## src/rtl/mux_8to1_rr_sched.sv

```systemverilog
// Round-robin scheduler sharing one 8:1 mux among eight requesters.
// Grants one requester at a time, drives the mux selects to its index,
// releases on done / request drop / hold expiry, then waits a turnaround gap.
module mux_8to1_rr_sched #(
  parameter int HOLD_CYCLES = 4,
  parameter int GAP_CYCLES  = 1
) (
  input  logic       clk,
  input  logic       rst,
  input  logic [7:0] req,
  input  logic       done,
  output logic [7:0] gnt,
  output logic       s0,
  output logic       s1,
  output logic       s2,
  output logic       busy
);

  typedef enum logic [1:0] {
    IDLE  = 2'd0,
    GRANT = 2'd1,
    GAP   = 2'd2
  } state_t;

  // Last counter values before leaving GRANT / GAP.
  localparam logic [3:0] HOLD_LAST = 4'(HOLD_CYCLES - 1);
  localparam logic [1:0] GAP_LAST  = 2'((GAP_CYCLES > 0) ? (GAP_CYCLES - 1) : 0);

  state_t     state;
  logic [2:0] last;
  logic [2:0] sel;
  logic [3:0] cnt;
  logic [1:0] gap_cnt;

  logic       win_found;
  logic [2:0] win_idx;
  logic [2:0] cand;
  logic       grant_end;

  // Selects come straight from a register so they never glitch.
  assign {s2, s1, s0} = sel;

  // Any one of the release conditions ends the grant; they collapse into one release.
  assign grant_end = done || !req[last] || (cnt == HOLD_LAST);

  // Round-robin search: first set request starting one past the last grantee.
  always_comb begin
    win_found = 1'b0;
    win_idx   = last;
    cand      = last;
    for (int i = 1; i <= 8; i++) begin
      cand = last + 3'(i);
      if (!win_found && req[cand]) begin
        win_found = 1'b1;
        win_idx   = cand;
      end else begin
        win_found = win_found;
      end
    end
  end

  // Scheduler FSM with all outputs registered.
  always_ff @(posedge clk or posedge rst) begin
    if (rst) begin
      state   <= IDLE;
      gnt     <= 8'h00;
      sel     <= 3'd0;
      busy    <= 1'b0;
      last    <= 3'd7;
      cnt     <= 4'd0;
      gap_cnt <= 2'd0;
    end else begin
      case (state)
        IDLE: begin
          if (win_found) begin
            gnt   <= 8'h01 << win_idx;
            sel   <= win_idx;
            last  <= win_idx;
            cnt   <= 4'd0;
            busy  <= 1'b1;
            state <= GRANT;
          end else begin
            state <= IDLE;
          end
        end
        GRANT: begin
          if (grant_end) begin
            gnt <= 8'h00;
            cnt <= 4'd0;
            if (GAP_CYCLES > 0) begin
              state   <= GAP;
              gap_cnt <= 2'd0;
              busy    <= 1'b1;
            end else begin
              state <= IDLE;
              busy  <= 1'b0;
            end
          end else begin
            cnt <= cnt + 4'd1;
          end
        end
        GAP: begin
          if (gap_cnt == GAP_LAST) begin
            state   <= IDLE;
            busy    <= 1'b0;
            gap_cnt <= 2'd0;
          end else begin
            gap_cnt <= gap_cnt + 2'd1;
          end
        end
        default: begin
          state <= IDLE;
          gnt   <= 8'h00;
          busy  <= 1'b0;
        end
      endcase
    end
  end

endmodule

```

## config.mk

```make
export PLATFORM = sky130hd
export DESIGN_NAME = mux_8to1_rr_sched
export DESIGN_NICKNAME = d
export VERILOG_FILES = /design/src/rtl/mux_8to1_rr_sched.sv
export SDC_FILE = /design/constraint.sdc
export NUM_CORES = 1
export LEC_CHECK = 0
export ABC_AREA = 1
export BUFFER_PORTS_ARGS = -buffer_cell sky130_fd_sc_hd__clkbuf_2
export CORE_UTILIZATION = 55
export CTS_CLUSTER_SIZE = 16
export DETAILED_ROUTE_END_ITERATION = 10
export PLACE_DENSITY = 0.87
export SLEW_MARGIN = 20
export SYNTH_ARGS = -nofsm -noshare
export SYNTH_HDL_FRONTEND = slang
export SYNTH_SLANG_ARGS = --single-unit
```

## constraint.sdc

```tcl
create_clock -name clk -period 4.84 [get_ports clk]
set_input_delay 0.242 -clock clk [delete_from_list [all_inputs] [get_ports clk]]
set_output_delay 0.242 -clock clk [all_outputs]
set_load 0.05 [all_outputs]
```

==> flow_summary.json, run 1 <==
{
  "crit_path_max_fanout": 14,
  "layout-drive-gt1-share_pct": 26.5,
  "tightest_slew_ns": 0.847,
  "drv_slew": 0,
  "rows": 20,
  "synth_top_area_share_pct": 26.4,
  "cts.repair.resized": 0,
  "synth_top_area_cell": "dfrtp_1",
  "dp_hpwl_um": 3290,
  "ctsHoldBuffers": 0,
  "fin_crit_ns": 2.90,
  "ff2ff_path_depth": 17,
  "ys_seq_elements": 23,
  "fillers": 299,
  "wl_per_cell_um": 11.8,
  "io_buffers": 22,
  "tns_ns": 0,
  "clock_latency_ns": 0.32,
  "cts-root-buf": "clkbuf_4",
  "critPathLaunch": "last[0]",
  "nets": 315,
  "num_io_pins": 23,
  "timing.final.crit_share_pct": 59.9,
  "overflow": 0,
  "syn_area_sq_um": 1900,
  "crit_required_ns": 5.10,
  "seq_area_frac_synth_pct": 30.5,
  "grt_usage_pct": 24.4,
  "drcViolationCount": 0,
  "numCtsBuffers": 3,
  "grt_max_degree": 24,
  "first_pass_iters": 4,
  "cpMostUsedCell": "inv_2",
  "core_area_sq_um": 3150,
  "syn2layout_area_growth_pct": 7.91,
  "htreeDepth": 1,
  "run_status": "completed",
  "cp_slowest_stage_delay_ns": 0.68,
  "rr_endpoint": "gnt[6]",
  "cts.clk_slew.worst_paths_ns": 0.13,
  "maxCapViolations": 0,
  "rr_startpoint": "last[0]",
  "setup_viol": 0,
  "fin_skew_ns": 0.0108,
  "finalHoldViolations": 0,
  "diodes": 0,
  "drt_iter0_drc": 81,
  "first_global_vias": 1635,
  "die_y_um": 60.8,
  "grt_first_pass_wirelength_um": 6780,
  "max_freq_mhz": 345,
  "relSlewSlack_pct": 43.4,
  "drt-vias-per-instance": 5.21,
  "cp-end-kind": "flop",
  "rrSetupSlack_ns": 1.94,
  "grt_setup_unrepaired": "false",
  "cp-endpoint": "gnt[6]",
  "cts.sinks": 23,
  "synthTopCellsByArea": "dfrtp_1 (26%), nand2_1 (23%), nand3_1 (6.9%)",
  "die_x_um": 60.8,
  "worstPathCellList": "inv_2, ha_1, inv_2, nand3_1, nand3_2, nand2_2, inv_1, nand3_2, nor2_4, nand4_4, nand2_1, inv_2, nand2_2, nand3_2, inv_2, nand2_1, nand2_1",
  "dieArea_sq_um": 3690,
  "syn_avg_cell_area_sq_um": 6.88,
  "gp_congestion": 0.912,
  "start_util_pct": 60.2,
  "min_path_type": "input port to asynchronous set/reset pin",
  "wirelength_um": 4040,
  "vias": 1783,
  "cp.arrival_ns": 3.16,
  "crit_type": "flop to flop",
  "yosys.cell_types.count": 35,
  "detail-route-antenna-nets": 0,
  "slowest_stage": "dfstp_2",
  "antenna_found_initial": 0,
  "cts_buffer_depth": 2,
  "yosysWarnings": 0,
  "syn_inst": 276,
  "postCtsSetupRepairBufs": 0,
  "synth_nets": 292,
  "cts_tree": "built",
  "critPathLaunchType": "flop"
}
[placed cells by master (no fill, tap or decap), drive strengths merged]
cell type,instances
nand2,131
nand3,36
inv,34
clkbuf,26
dfrtp,20
nor2,14
o21ai,8
nand4,6
ha,5
a21oi,4
dfstp,3
xor2,3
xnor2,1
o21bai,1
clkinv,1
nor3b,1
nor3,1
mux2i,1
o31ai,1
or2,1
[Yosys cell counts, drive strengths merged]
cell type	count
ha	5
nand4	6
nor3	1
xor2	3
buf	4
o31ai	1
nand2	131
o21ai	8
inv	34
xnor2	1
dfstp	3
nor2	14
a21oi	4
mux2i	1
o21bai	1
clkinv	1
or2	1
nand3	36
dfrtp	20
nor3b	1
[cells by family after synthesis]
| family | Yosys count | synth area share, % |
|---|---|---|
| simple gates | 190 | 48.7 |
| buf+inv | 39 | 9.42 |
| flops | 23 | 30.5 |
| compound gates | 14 | 4.35 |
| fa+ha+maj | 5 | 3.29 |
| xor+xnor | 4 | 3.23 |
| mux | 1 | 0.527 |
[area by class of cell]
class | instances | area (sq um) | area share, %
clock buffers | 4 | 26.3 | 1.28
inverters | 35 | 138 | 6.72
multi-input cells | 214 | 1140 | 55.7
flip-flops and latches | 23 | 579 | 28.3
well taps | 44 | 55.1 | 2.69
repair buffers | 22 | 110 | 5.37
[stage by stage]
stage               hold slack, ns  setup slack, ns  area (sq um)  std cells  util [%]
floorplan                    0.242             2.41          1900        276         -
global placement             0.417             2.04          2020        338      64.2
detailed placement           0.446             2.00          2020        338      64.2
CTS                         0.0792             1.95          2050        342      65.0
global route                 0.136             1.72          2050        342      65.0
finish                      0.0541             1.94          2050        342      65.0
[critical path: cells and delay by family (launching register included)]
kind,cells,cell delay (ns)
DFF,1,0.68
buffers and inverters,5,0.62
adders and majority gates,1,0.40
and+or+nand+nor,11,1.14
[worst min path at each step]
stage / end / slack [ns] / cells past startpoint
after floorplan: busy / 0.24 / 1
after global placement: gnt[2] / 0.42 / 2
after detailed placement: gnt[2] / 0.45 / 2
after CTS: gap_cnt[1] / 0.08 / 2
after global routing: gap_cnt[1] / 0.14 / 2
final: gnt[7] / 0.05 / 2
[per-layer routing]
layer | global-route usage (%) | up-vias | routed length [um]
li1 | - | 911 | -
met1 | 34.0 | 803 | 1780
met2 | 39.9 | 61 | 1930
met3 | 4.69 | 8 | 275
met4 | 4.55 | 0 | 52
met5 | 0 | - | 0
[state kept, by name, summed over array words and instances (netlist names)]
name	cells
gnt	8
busy	1
last	3
cnt	4
gap_cnt	2
state	2
sel	3
Power of run 1 is left out: the tool's default activity adds up to more than one toggle a clock period on the data nets, which glitch-free logic cannot reach.
==> inputs of run 2 (changes only) <==
- ABC_AREA: 1 -> 0
- clock period: 4.84 -> 2.7 ns (I/O delays scaled with it)
==> run 2 against run 1 <==
Effect of this change: the flow now finishes with violations (negative hold slack, negative setup slack); critical path depth down 3; area after synthesis up 8.4%; utilization up 20 points; synthesized cell count down 23%; critical endpoint is now gnt[7]; largest cell class unchanged; highest routed layer unchanged.
==> flow_summary.json, run 2 <==
{
  "synth_nets": 228,
  "gp_congestion": 0.941,
  "io_buffers": 22,
  "crit_path_max_fanout": 6,
  "mostFrequentLayoutCell": "buf_4",
  "crit_type": "flop to flop",
  "layoutNonFillerInstCount": 332,
  "ys.flop_type": "dfrtp_1",
  "fin_skew_ns": 0.0120,
  "nets": 303,
  "layout-drive-gt1-share_pct": 52.1,
  "biggestRegsByFlops": "gnt: 8 flops, cnt: 4 flops",
  "ctsHoldBuffers": 0,
  "cp-end-kind": "flop",
  "multi_input_area_sq_um": 1620,
  "fillers": 166,
  "tns_ns": -3.08,
  "holdWs_ns": -0.00735,
  "first_global_vias": 2247,
  "yosysWarnings": 0,
  "slowest_stage": "dfstp_2",
  "cts_tree": "built",
  "final_cell_mix": "buf_4 (50), nand2_1 (29), clkbuf_2 (22), dfrtp_1 (20), mux4_2 (13)",
  "grt_usage_pct": 35.4,
  "grt_max_degree": 24,
  "diodes": 0,
  "grt_setup_unrepaired": "true",
  "detail-route-antenna-nets": 0,
  "ys_async_sr_fraction_pct": 100,
  "cts-root-buf": "clkbuf_8",
  "rows": 21,
  "synth_top_area_share_pct": 24.3,
  "drcViolationCount": 0,
  "wl_per_cell_um": 21.6,
  "yosys.cell_types.count": 60,
  "maxCapViolations": 0,
  "min_path_type": "input port to asynchronous set/reset pin",
  "timing.final.crit_share_pct": 110,
  "fin_crit_ns": 2.97,
  "start_util_pct": 59.3,
  "top_register": "gnt",
  "syn_area_sq_um": 2060,
  "seq_area_frac_synth_pct": 28.1,
  "cts_buffer_depth": 2,
  "core_area_sq_um": 3470,
  "die_x_um": 63.2,
  "max_freq_mhz": 336,
  "num_io_pins": 23,
  "run_status": "finished, violations left",
  "cp.arrival_ns": 3.17,
  "grt_first_pass_wirelength_um": 10900,
  "drv_slew": 0,
  "cp_slowest_stage_delay_ns": 0.60,
  "synth_top_area_cell": "dfrtp_1",
  "dpl.cell_count": 312,
  "cts.sinks": 23,
  "die_y_um": 63.2,
  "htreeDepth": 1,
  "crit_required_ns": 2.89,
  "cpMostUsedCell": "buf_4",
  "relSlewSlack_pct": 43.8,
  "violations": "negative hold slack, negative setup slack",
  "overflow": 0,
  "synthTopCellsByArea": "dfrtp_1 (24%), mux4_2 (11%), mux2i_1 (8.8%)",
  "synth_edf_count": 0,
  "dp_hpwl_um": 4030,
  "drt_iter0_drc": 233,
  "largest_reg_flops": 8,
  "setup_viol": 19,
  "clock_latency_ns": 0.28,
  "cts.clk_slew.worst_paths_ns": 0.09,
  "first_pass_iters": 5,
  "tightest_slew_ns": 0.842,
  "finalHoldViolations": 12,
  "layout_setup_ws_ns": -0.274,
  "wirelength_um": 7180,
  "ys_seq_elements": 23,
  "synth.most_common_cell": "nand2_1",
  "dieArea_sq_um": 3990,
  "syn_avg_cell_area_sq_um": 9.71,
  "syn_inst": 212,
  "synthTopCellsByCount": "nand2_1 (31), dfrtp_1 (20), mux2i_1 (18)",
  "seqCellArea_sq_um": 579,
  "numCtsBuffers": 3,
  "worstPathCellList": "inv_6, ha_4, buf_6, buf_6, mux2i_4, nand2_2, o221ai_4, buf_4, o22ai_2, a21oi_2, a32oi_1, buf_4, buf_4, o31ai_2",
  "drt-vias-per-instance": 6.88,
  "vias": 2283,
  "fin_area_sq_um": 2950,
  "antenna_found_initial": 0,
  "critPathLaunchType": "flop",
  "syn2layout_area_growth_pct": 43.1,
  "placed_area_sq_um": 2520
}
==> run 2: changes by cell type in the layout (fill, tap and decap cells not counted), moves of 6 or more <==
cell | before | now
buf_4 | 0 | 50
buf_6 | 0 | 6
inv_1 | 24 | 9
inv_2 | 8 | 1
mux2i_1 | 1 | 12
mux4_2 | 0 | 13
nand2_1 | 114 | 29
nand2_2 | 16 | 2
nand3_1 | 26 | 2
nand3_2 | 10 | 1
==> run 2: per-stage QoR <==
stage	util [%]	hold WS [ns]	setup WS (ns)
2_1_floorplan	-	0.135	-0.141
3_3_place_gp	72.7	0.323	-0.158
3_5_place_dp	72.7	0.328	-0.250
4_1_cts	82.0	0.0318	-0.144
5_1_grt	84.9	0.0811	-0.376
6_report	84.9	-0.00735	-0.274
==> run 2: worst paths after layout <==
| check | start | endpoint | slack (ns) | cells after the start |
|---|---|---|---|---|
| setup / recovery | last[1] | gnt[7] | -0.27 | 14 |
| hold / removal | rst | gnt[7] | -0.007 | 2 |
| setup reg to reg | last[1] | gnt[7] | -0.27 | 14 |
| hold reg to reg | gnt[0] | gnt[0] | 0.49 | 2 |
| max in group asynchronous | rst | cnt[1] | 2.17 | 2 |
| min in group clk | done | state[1] | 0.33 | 3 |
==> run 2: critical path, delay by kind of cell, from the launching register on <==
kind | cells | cell delay (ns)
AO/OA/AOI/OAI | 5 | 0.85
flip-flops | 1 | 0.60
AND/OR/NAND/NOR | 1 | 0.10
multiplexers | 1 | 0.26
adder cells (fa/ha/maj) | 1 | 0.32
buffers and inverters | 6 | 0.77
==> run 2: cell families (layout without fill, tap and decap cells) <==
family	Yosys count	in the layout	synth area share, %
flip-flops	23	23	28.1
buffers and inverters	21	95	4.86
adder cells (fa/ha/maj)	5	5	3.04
AND/OR/NAND/NOR	70	70	16.8
AO/OA/AOI/OAI	54	54	18.5
multiplexers	35	35	26.0
XOR/XNOR	4	4	2.61
==> run 2: layer usage <==
| metal | vias to the layer above | share of wire (%) | track usage, % |
|---|---|---|---|
| met5 | - | 0 | 0 |
| met4 | 0 | 3.9 | 15.6 |
| met3 | 40 | 7.8 | 6.34 |
| met2 | 151 | 49 | 59.3 |
| met1 | 1136 | 39 | 44.6 |
| li1 | 956 | - | - |
==> run 2: final cells by class <==
class	instances	share of cell area [%]
clock inverters	1	0.170
multi-input cells	168	55.1
clock buffers	3	1.40
well taps	46	1.95
inverters	11	1.57
repair buffers	80	20.1
flip-flops and latches	23	19.7
==> run 2: repair_timing <==
| action | CTS | global route |
|---|---|---|
| resized for setup | 43 | 16 |
| endpoints found under the setup margin | 19 | 19 |
| pin swaps | 17 | 13 |
| buffers inserted | 12 | 4 |
Power of run 2 is left out for the same reason.
==> inputs of run 3 (changes only) <==
- CAP_MARGIN: default -> 20
- clock period: 2.7 -> 2.9 ns (I/O delays scaled with it)
==> run 3 against run 2 <==
Effect of this change: the flow finishes with violations (negative setup slack); clock skew shrank 0.0075 ns; critical path depth down 6; via count is 6.8% lower; worst setup slack gained 0.20 ns; register-to-register slack gained 0.20 ns; die area unchanged; final cell count down 7.5%; critical path type unchanged; largest cell class unchanged; highest routed layer unchanged.
==> flow_summary.json, run 3 (synthesis gave the netlist of run 2 again) <==
{
  "run_status": "finished, violations left",
  "violations": "negative setup slack",
  "num_io_pins": 23,
  "overflow": 0,
  "cp.arrival_ns": 3.13,
  "cpMostUsedCell": "mux2i_1",
  "critPathLaunchType": "flop",
  "wl_met2_um": 3100,
  "relSlewSlack_pct": 42.1,
  "crit_type": "flop to flop",
  "cp-end-kind": "flop",
  "layout_setup_ws_ns": -0.0761,
  "rrSetupSlack_ns": -0.08,
  "dp_hpwl_um": 3770,
  "finalHoldViolations": 0,
  "timing.final.crit_share_pct": 103,
  "grt_first_pass_wirelength_um": 8740,
  "crit_path_max_fanout": 11,
  "clock_latency_ns": 0.27,
  "largest_reg_flops": 8,
  "io_buffers": 22,
  "grt_setup_unrepaired": "true",
  "wl_met3_um": 554,
  "drcViolationCount": 0,
  "worstPathCellList": "mux2i_1, mux4_2, and4_4, and2_1, nor4_1, mux2i_1, buf_4, o31ai_1",
  "numCtsBuffers": 3,
  "crit_required_ns": 3.06,
  "antenna_found_initial": 0,
  "critPathTopFamily": "multiplexers",
  "holdWs_ns": 0.0232,
  "biggestRegsByFlops": "gnt: 8 flops, cnt: 4 flops",
  "cts_buffer_depth": 2,
  "dieArea_sq_um": 3990,
  "drv_slew": 0,
  "grt_usage_pct": 28.0,
  "drt-vias-per-instance": 6.93,
  "htreeDepth": 1,
  "layout-drive-gt1-share_pct": 41.4,
  "start_util_pct": 59.3,
  "diodes": 0,
  "maxCapViolations": 0,
  "tns_ns": -0.206,
  "cts_tree": "built",
  "cts.sinks": 23,
  "detail-route-antenna-nets": 0,
  "m1WireLength_um": 2410,
  "tightest_slew_ns": 0.868,
  "cts.clk_slew.worst_paths_ns": 0.08,
  "min_path_type": "input port to asynchronous set/reset pin",
  "grt_max_degree": 24,
  "gp_congestion": 0.957,
  "cts-root-buf": "clkbuf_8",
  "cp_slowest_stage_delay_ns": 0.77,
  "wirelength_um": 6280,
  "fin_crit_ns": 2.98,
  "die_y_um": 63.2,
  "final_cell_mix": "nand2_1 (31), buf_4 (28), clkbuf_2 (22), dfrtp_1 (20), mux2i_1 (13)",
  "top_register": "gnt",
  "fin_skew_ns": 0.00451,
  "drt_iter0_drc": 265,
  "nets": 278,
  "mostFrequentLayoutCell": "nand2_1",
  "max_freq_mhz": 336,
  "core_area_sq_um": 3470,
  "setup_viol": 6,
  "syn2layout_area_growth_pct": 29.7,
  "slowest_stage": "dfstp_2",
  "die_x_um": 63.2,
  "highest_layer": "met4",
  "rows": 21,
  "first_pass_iters": 5,
  "ctsHoldBuffers": 0,
  "vias": 2128,
  "first_global_vias": 1833,
  "wl_per_cell_um": 20.5,
  "path_buf_inv": 1
}
run 3: metrics by stage:
step / std cells / instance area [sq um] / worst slack [ns] / utilization [%]
detailed placement: 297 / 2390 / -0.113 / 69.0
finish: 307 / 2670 / -0.0761 / 77.0
floorplan: 212 / 2080 / 0.00341 / -
CTS: 302 / 2510 / 0.00449 / 72.4
global placement: 297 / 2390 / -0.0606 / 69.0
global route: 307 / 2670 / -0.176 / 77.0
run 3: path summary, 6_finish.rpt:
kind | from | end | depth (start not counted)
setup / recovery | last[2] | gnt[3] | 8
hold / removal | rst | gnt[4] | 2
setup reg to reg | last[2] | gnt[3] | 8
hold reg to reg | cnt[3] | cnt[3] | 1
max in group asynchronous | rst | gap_cnt[0] | 2
min in group clk | done | state[1] | 3
run 3: layout make-up:
class	count	area, sq um
fillers	225	798
flip-flops and latches	23	579
well taps	46	57.6
clock buffers	3	41.3
clock inverters	1	5.00
repair buffers	55	389
inverters	11	41.3
multi-input cells	168	1560
run 3: metal layers:
| metal | track usage, % | up-vias |
|---|---|---|
| met5 | 0 | - |
| met4 | 6.25 | 0 |
| met3 | 4.53 | 34 |
| met1 | 37.8 | 1024 |
| met2 | 47.3 | 158 |
| li1 | - | 912 |
run 3: worst reg2reg max path, cell delays in order, from the launching register on:
cell and delay [ns]:
dfstp_2 0.77, mux2i_1 0.18, mux4_2 0.58, and4_4 0.25
and2_1 0.22, nor4_1 0.29, mux2i_1 0.12, buf_4 0.18
o31ai_1 0.26
run 3: timing repair:
action,CTS,global route
setup buffers,1,5
resized for setup,12,25
setup endpoints to repair,8,11
pin swaps,0,7
Power of run 3 is left out for the same reason.
